### src/rtl/spi_pkg.sv
// -----------------------------------------------------------------------------
// spi_pkg
//   Shared definitions for the SPI target: default frame length, FSM state
//   encoding and the bit-counter width helper.
// -----------------------------------------------------------------------------
package spi_pkg;

  localparam int LEN_SPI_DEFAULT = 32;

  typedef enum logic [1:0] {
    ST_IDLE  = 2'd0,  // waiting for chip select
    ST_SHIFT = 2'd1,  // frame in progress, bits moving on MOSI/MISO
    ST_HOLD  = 2'd2   // full word taken, waiting for chip select release
  } spi_state_t;

  // Counter must hold 0..len inclusive.
  function automatic int cnt_width(input int len);
    return $clog2(len + 1);
  endfunction

endpackage

### src/rtl/spi_sync_edge.sv
// -----------------------------------------------------------------------------
// spi_sync_edge
//   Multi-flop synchronizer for one asynchronous pin followed by a history
//   flop that yields single-cycle rise/fall strobes in the CLK domain.
//
//   CLK   in   local clock
//   RST   in   synchronous reset, active high
//   d     in   asynchronous pin
//   q     out  synchronised level
//   rise  out  one-cycle strobe on 0->1 of q
//   fall  out  one-cycle strobe on 1->0 of q
// -----------------------------------------------------------------------------
module spi_sync_edge #(
  parameter int   STAGES    = 2,
  parameter logic RESET_VAL = 1'b0
) (
  input  logic CLK,
  input  logic RST,
  input  logic d,
  output logic q,
  output logic rise,
  output logic fall
);

  logic [STAGES-1:0] sync;
  logic              prev;

  // NOTE: sequential state uses non-blocking assignment so every flop in the
  // chain samples the value from before this edge, not its neighbour's update.
  always_ff @(posedge CLK) begin
    if (RST) begin
      sync <= {STAGES{RESET_VAL}};
      prev <= RESET_VAL;
    end else begin
      sync <= {sync[STAGES-2:0], d};
      prev <= sync[STAGES-1];
    end
  end

  assign q    = sync[STAGES-1];
  assign rise =  q & ~prev;
  assign fall = ~q &  prev;

endmodule

### src/rtl/spi_slave.sv
// -----------------------------------------------------------------------------
// spi_slave
//   SPI target for a mode with SCLK idle high, data launched on SCLK rise and
//   sampled on SCLK fall. All pins are oversampled in the CLK domain. The
//   received word is committed to a held RX register with a valid/ready
//   handshake; a preloaded TX word is shifted back on MISO.
//
//   CLK        in   local clock
//   RST        in   synchronous reset, active high
//   SPI_SCLK   in   SPI clock, idle high
//   SPI_CSN    in   chip select, active low
//   SPI_MOSI   in   master-out data
//   SPI_MISO   out  slave-out data, 0 whenever no frame is shifting
//   TX_DATA    in   word returned in the next frame
//   TX_WE      in   load TX_DATA into the TX holding register
//   RX_DATA    out  last committed word
//   RX_VALID   out  RX_DATA holds an unconsumed word
//   RX_READY   in   consumer accepts RX_DATA
//   RX_OVERRUN out  pulse: frame completed while RX_VALID was still set
//   FRAME_ERR  out  pulse: chip select released before LEN_SPI bits
//   BUSY       out  synchronised chip select is low
// -----------------------------------------------------------------------------
module spi_slave
  import spi_pkg::*;
#(
  parameter int LEN_SPI     = LEN_SPI_DEFAULT,
  parameter bit LSB_FIRST   = 1'b1,
  parameter int SYNC_STAGES = 2
) (
  input  logic               CLK,
  input  logic               RST,
  input  logic               SPI_SCLK,
  input  logic               SPI_CSN,
  input  logic               SPI_MOSI,
  output logic               SPI_MISO,
  input  logic [LEN_SPI-1:0] TX_DATA,
  input  logic               TX_WE,
  output logic [LEN_SPI-1:0] RX_DATA,
  output logic               RX_VALID,
  input  logic               RX_READY,
  output logic               RX_OVERRUN,
  output logic               FRAME_ERR,
  output logic               BUSY
);

  localparam int             CW       = cnt_width(LEN_SPI);
  localparam logic [CW-1:0]  LAST_BIT = CW'(LEN_SPI - 1);
  // Cycles for the synchronizers to flush their reset value after RST.
  localparam int             SETTLE   = SYNC_STAGES + 2;

  // ---------------------------------------------------------------------------
  // Pin synchronisation and edge strobes
  // ---------------------------------------------------------------------------
  logic sclk_q, sclk_rise, sclk_fall;
  logic csn_q, csn_rise, csn_fall;
  logic mosi_q, mosi_rise, mosi_fall;

  spi_sync_edge #(.STAGES(SYNC_STAGES), .RESET_VAL(1'b1)) u_sync_sclk (
    .CLK (CLK), .RST (RST), .d (SPI_SCLK),
    .q   (sclk_q), .rise (sclk_rise), .fall (sclk_fall)
  );

  spi_sync_edge #(.STAGES(SYNC_STAGES), .RESET_VAL(1'b1)) u_sync_csn (
    .CLK (CLK), .RST (RST), .d (SPI_CSN),
    .q   (csn_q), .rise (csn_rise), .fall (csn_fall)
  );

  spi_sync_edge #(.STAGES(SYNC_STAGES), .RESET_VAL(1'b0)) u_sync_mosi (
    .CLK (CLK), .RST (RST), .d (SPI_MOSI),
    .q   (mosi_q), .rise (mosi_rise), .fall (mosi_fall)
  );

  // Only the level of MOSI and the edges of SCLK are needed.
  logic unused_sync;
  assign unused_sync = sclk_q ^ mosi_rise ^ mosi_fall;

  assign BUSY = ~csn_q;

  // ---------------------------------------------------------------------------
  // Start qualification
  //   The CSN synchronizer resets to "deselected". If RST is released while
  //   the master holds CSN low, the flushing chain produces a false csn_fall.
  //   A frame may only start once CSN has been observed high after reset.
  // ---------------------------------------------------------------------------
  logic [SETTLE-1:0] settle;
  logic              settled;
  logic              armed;
  logic              start;

  always_ff @(posedge CLK) begin
    if (RST) begin
      settle <= '0;
      armed  <= 1'b0;
    end else begin
      settle <= {settle[SETTLE-2:0], 1'b1};
      if (settled && csn_q) armed <= 1'b1;
    end
  end

  assign settled = settle[SETTLE-1];
  assign start   = csn_fall & armed;

  // ---------------------------------------------------------------------------
  // FSM
  // ---------------------------------------------------------------------------
  spi_state_t        state, next_state;
  logic [CW-1:0]     bit_cnt;
  logic              commit_c;
  logic              frame_err_c;

  always_ff @(posedge CLK) begin
    if (RST) state <= ST_IDLE;
    else     state <= next_state;
  end

  // NOTE: every output of this block gets a default before the case so no
  // path leaves a signal unassigned, which would otherwise infer a latch.
  always_comb begin
    next_state  = state;
    commit_c    = 1'b0;
    frame_err_c = 1'b0;
    unique case (state)
      ST_IDLE: begin
        if (start) next_state = ST_SHIFT;
      end
      ST_SHIFT: begin
        if (csn_rise) begin
          next_state  = ST_IDLE;
          frame_err_c = 1'b1;
        end else if (sclk_fall && bit_cnt == LAST_BIT) begin
          next_state = ST_HOLD;
          commit_c   = 1'b1;
        end
      end
      ST_HOLD: begin
        if (csn_rise) next_state = ST_IDLE;
      end
      default: next_state = ST_IDLE;
    endcase
  end

  // ---------------------------------------------------------------------------
  // Shift datapath
  // ---------------------------------------------------------------------------
  logic [LEN_SPI-1:0] tx_hold;
  logic [LEN_SPI-1:0] tx_shift;
  logic [LEN_SPI-1:0] rx_shift;
  logic [LEN_SPI-1:0] rx_next;
  logic [LEN_SPI-1:0] tx_adv;
  logic               miso_bit;

  // First bit received ends up at bit 0 for LSB-first, at the MSB otherwise.
  assign rx_next  = LSB_FIRST ? {mosi_q, rx_shift[LEN_SPI-1:1]}
                              : {rx_shift[LEN_SPI-2:0], mosi_q};
  assign tx_adv   = LSB_FIRST ? {1'b0, tx_shift[LEN_SPI-1:1]}
                              : {tx_shift[LEN_SPI-2:0], 1'b0};
  assign miso_bit = LSB_FIRST ? tx_shift[0] : tx_shift[LEN_SPI-1];

  // First bit is on the pin as soon as SHIFT is entered; the master samples
  // it on the first SCLK fall, so no rising edge precedes it.
  assign SPI_MISO = (state == ST_SHIFT) & miso_bit;

  always_ff @(posedge CLK) begin
    if (RST) begin
      tx_hold  <= '0;
      tx_shift <= '0;
      rx_shift <= '0;
      bit_cnt  <= '0;
    end else begin
      if (TX_WE) tx_hold <= TX_DATA;

      if (state == ST_IDLE && start) begin
        // A write landing on the start cycle must already be in this frame.
        tx_shift <= TX_WE ? TX_DATA : tx_hold;
        bit_cnt  <= '0;
      end else if (state == ST_SHIFT && !csn_rise) begin
        if (sclk_fall) begin
          rx_shift <= rx_next;
          bit_cnt  <= bit_cnt + 1'b1;
        end
        // The rise before any fall would discard bit 0 unseen.
        if (sclk_rise && bit_cnt != '0) tx_shift <= tx_adv;
      end
    end
  end

  // ---------------------------------------------------------------------------
  // RX holding register and status pulses
  // ---------------------------------------------------------------------------
  always_ff @(posedge CLK) begin
    if (RST) begin
      RX_DATA    <= '0;
      RX_VALID   <= 1'b0;
      RX_OVERRUN <= 1'b0;
      FRAME_ERR  <= 1'b0;
    end else begin
      RX_OVERRUN <= 1'b0;
      FRAME_ERR  <= frame_err_c;
      if (commit_c) begin
        // A consume in the commit cycle frees the slot for the new word.
        if (!RX_VALID || RX_READY) begin
          RX_DATA  <= rx_next;
          RX_VALID <= 1'b1;
        end else begin
          RX_OVERRUN <= 1'b1;
        end
      end else if (RX_VALID && RX_READY) begin
        RX_VALID <= 1'b0;
      end
    end
  end

endmodule
### config.mk
export PLATFORM = sky130hd
export DESIGN_NAME = spi_slave
export DESIGN_NICKNAME = d
export VERILOG_FILES = /design/src/rtl/spi_pkg.sv /design/src/rtl/spi_sync_edge.sv /design/src/rtl/spi_slave.sv
export SDC_FILE = /design/constraint.sdc
export NUM_CORES = 1
export LEC_CHECK = 0
export ABC_AREA = 0
export CELL_PAD_IN_SITES_DETAIL_PLACEMENT = 0
export CELL_PAD_IN_SITES_GLOBAL_PLACEMENT = 2
export CORE_ASPECT_RATIO = 1.2
export CORE_MARGIN = 4
export CORE_UTILIZATION = 39
export CTS_BUF_LIST = sky130_fd_sc_hd__clkbuf_4 sky130_fd_sc_hd__clkbuf_8
export CTS_CLUSTER_DIAMETER = 120
export DETAILED_ROUTE_END_ITERATION = 16
export PLACE_DENSITY = 0.93
export RECOVER_POWER = 25
export SLEW_MARGIN = 15
export SYNTH_ARGS = -nofsm -noshare
export SYNTH_HDL_FRONTEND = slang
export SYNTH_SLANG_ARGS = --single-unit
### constraint.sdc
create_clock -name CLK -period 3 [get_ports CLK]
set_input_delay 0.6 -clock CLK [delete_from_list [all_inputs] [get_ports CLK]]
set_output_delay 0.6 -clock CLK [all_outputs]
set_load 0.01 [all_outputs]
==> impl_metrics.tcl <==
set metrics [dict create \
    syn_inst 640 \
    worstMarginPinSlew_ns 2.10 \
    end_kind "output port" \
    cts_sinks 151 \
    endpoint "SPI_MISO" \
    io_buffers 75 \
    max_cap_violations 1 \
    grt_pass1_wl_mm 23.1 \
    clockBufferDepth 2 \
    wl_mm 14.2 \
    r2r_cells 5 \
    r2r_end "rx_shift[18]$_SDFFE_PP0P_" \
    synth-simple-area-share 0.143 \
    clk_pin_slew_ns 0.07 \
    dp_hpwl_mm 8.34 \
    layout-drive-gt1-share 0.131 \
    finalClockSkew_ns 0.00968 \
    grt_use_total 0.162 \
    final_common_cell "dfxtp_1" \
    pin_count 76 \
    status "finished with violations" \
    postSynthAreaPerCell_um2 9.49 \
    grt_pass1_vias 4825 \
    finalWeightedCongestion 0.722 \
    viasPerCell 5.41 \
    drtIter0Drc 385 \
    dp_slack_ns 0.427 \
    cts-root-buf "clkbuf_8" \
    yosysWarningCount 0 \
    synth_cell_types 35 \
    drv_slew 49 \
    final_core_util 0.489 \
    synth_fa_ha_area_frac 0.00412 \
    startpoint "state[1]$_SDFFE_PP0P_" \
    cellLeakagePower_uw 0.00301 \
    cts_resized 0 \
    ys_seq_area_frac 0.498 \
    placementRows 49 \
    numCtsBuffers 17 \
    drcViolationCount 0 \
    initial_core_util 0.401 \
    ys_ff_latch 151 \
    finalSetupViolations 0 \
    min_period_ns 2.53 \
    htreeDepth 4 \
    dieArea_mm2 0.0176 \
    grt-ovfl-total 0 \
    r2r_slack_ns 0.85 \
    critPathLaunchType "flop" \
    diodes 0 \
    tns_ns 0 \
    layout_common_cells "151 x dfxtp_1, 73 x clkdlybuf4s50_1, 72 x nand2_1" \
    min_path_type "reg2reg" \
    period_share 0.842 \
    fmax_ghz 0.396 \
    area_delta_synth_final_pct 21.9 \
    synth_nets 681 \
    antenna_left 0 \
    clk_latency_ns 0.44 \
    netlist_area_mm2 0.00607 \
    nNetsFinal 723 \
    setup_ws_ns 0.475 \
    post_cts_buffers 0 \
    ir_worst_vdd_uv 288 \
    hold_viol 0 \
    violations "capacitance limit, slew limit" \
    drt_pre_antenna_iters 4 \
    cts_tree "built" \
    power_density_mw_per_mm2 541 \
    critical_path.max_fanout 35 \
    slew_headroom -0.403 \
    fp.coreArea_mm2 0.0151 \
    synth_top_family_by_area "compound AO/OA/AOI/OAI gates" \
    critPathRequiredTime_ns 2.40 \
    synth_xor_xnor_area_share 0.00577 \
    reg2reg_from "u_sync_csn.sync[1]$_SDFF_PP1_" \
    die_h_um 145 \
    die_x_um 122 \
    rsz0062_at_grt "false" \
    crit_type "reg2out" \
    route.vias.total 4862 \
    arrival_ns 1.93 \
    synth_compound_area_frac 0.229 \
    grt_max_degree 67 \
    hold_buffers 0 \
    muxShareOfSynthArea 0.0528 \
    routedWlPerCell_um 15.7 \
    antenna_found_initial 0 \
]
worst min-delay path by stage:
stage / from / to / slack (ns) / cells past startpoint
after global routing: u_sync_sclk.sync[0]$_SDFF_PP1_ / u_sync_sclk.sync[1]$_SDFF_PP1_ / 0.43 / 1
after global placement: u_sync_csn.sync[0]$_SDFF_PP1_ / u_sync_csn.sync[1]$_SDFF_PP1_ / 0.40 / 1
final: u_sync_sclk.sync[0]$_SDFF_PP1_ / u_sync_sclk.sync[1]$_SDFF_PP1_ / 0.42 / 1
after floorplan: u_sync_csn.sync[0]$_SDFF_PP1_ / u_sync_csn.sync[1]$_SDFF_PP1_ / 0.39 / 1
after CTS: u_sync_csn.sync[0]$_SDFF_PP1_ / u_sync_csn.sync[1]$_SDFF_PP1_ / 0.42 / 1
after detailed placement: u_sync_sclk.sync[0]$_SDFF_PP1_ / u_sync_sclk.sync[1]$_SDFF_PP1_ / 0.40 / 1
cell usage after synthesis:
| library cell | instances | share of area |
|---|---|---|
| nor2b_1 | 7 | 0.0072 |
| nand2b_1 | 4 | 0.0041 |
| o41ai_1 | 1 | 0.0014 |
| o31ai_1 | 1 | 0.0012 |
| o2111ai_1 | 1 | 0.0014 |
| nor4b_2 | 1 | 0.0025 |
| a31o_2 | 32 | 0.046 |
| dfxtp_1 | 151 | 0.50 |
| nand2_1 | 72 | 0.045 |
| nand2b_4 | 1 | 0.0023 |
| and3_1 | 31 | 0.032 |
| o211ai_1 | 1 | 0.0012 |
| nand4b_1 | 1 | 0.0014 |
| nand4bb_1 | 1 | 0.0019 |
| buf_2 | 6 | 0.0049 |
| nor3_1 | 5 | 0.0041 |
| or3_1 | 1 | 0.0010 |
| ha_1 | 2 | 0.0041 |
| buf_6 | 2 | 0.0037 |
| nand3_1 | 4 | 0.0033 |
| buf_1 | 9 | 0.0056 |
| clkbuf_1 | 50 | 0.031 |
| and2_1 | 2 | 0.0021 |
| o211a_1 | 30 | 0.049 |
| xnor2_1 | 4 | 0.0058 |
| a32o_1 | 1 | 0.0016 |
| a221o_1 | 30 | 0.049 |
| nor4_1 | 4 | 0.0041 |
| nor2_1 | 40 | 0.025 |
| mux2i_1 | 32 | 0.053 |
| a21oi_1 | 37 | 0.031 |
| or2_2 | 6 | 0.0062 |
| inv_1 | 37 | 0.023 |
| or4_1 | 1 | 0.0012 |
| a311oi_1 | 32 | 0.046 |
power by group:
part,internal [uW],leakage (uW),switching [uW]
clock network,1040,0.000233,750
registers,2040,0.00123,9.25
logic,81.4,0.00155,89.7
total,3150,0.00301,849
per-stage QoR:
step	hold slack [ns]	cells	total power [uW]	area (um2)
after floorplan	0.389	640	2190	6070
after global placement	0.403	867	2260	6930
after detailed placement	0.400	867	2260	6930
after CTS	0.419	899	4050	7400
after global routing	0.429	899	4150	7400
final	0.419	899	4000	7400
flip-flops by register name, summed over array words and instances (netlist names):
signal and flops:
RX_DATA 32, tx_hold 32, tx_shift 32, rx_shift 31, bit_cnt 6, settle 4
state 2, u_sync_csn.sync 2, u_sync_mosi.sync 2, u_sync_sclk.sync 2, FRAME_ERR 1, RX_OVERRUN 1
RX_VALID 1, armed 1, u_sync_csn.prev 1, u_sync_sclk.prev 1
worst max-delay path, cell delays in order (launching register included):
cell and delay (ns):
dfxtp_1 0.34, buf_4 0.37, nor2b_1 0.11, and2_1 0.19, clkdlybuf4s50_1 0.48
final cells by class:
class | count | area (um2)
tap | 204 | 255
multi-input combinational | 385 | 2650
sequential | 151 | 3020
clock inverter | 9 | 161
fill | 1468 | 7740
inverter | 37 | 139
timing repair buffer | 90 | 863
clock buffer | 23 | 310
cells by family after synthesis:
kind of cell    Yosys count
compound gates          166
fa+ha+maj                 2
buf+inv                 104
mux                      32
xor+xnor                  4
flops                   151
simple gates            181
metal layers:
| layer | vias to the layer above | wire length (um) | global-route usage |
|---|---|---|---|
| met2 | 111 | 6680 | 0.279 |
| li1 | 2382 | - | - |
| met1 | 2350 | 6640 | 0.196 |
| met3 | 19 | 618 | 0.0408 |
| met4 | 0 | 227 | 0.0590 |
| met5 | - | 0 | 0 |
No activity file was read; power rests on OpenSTA's default activity.
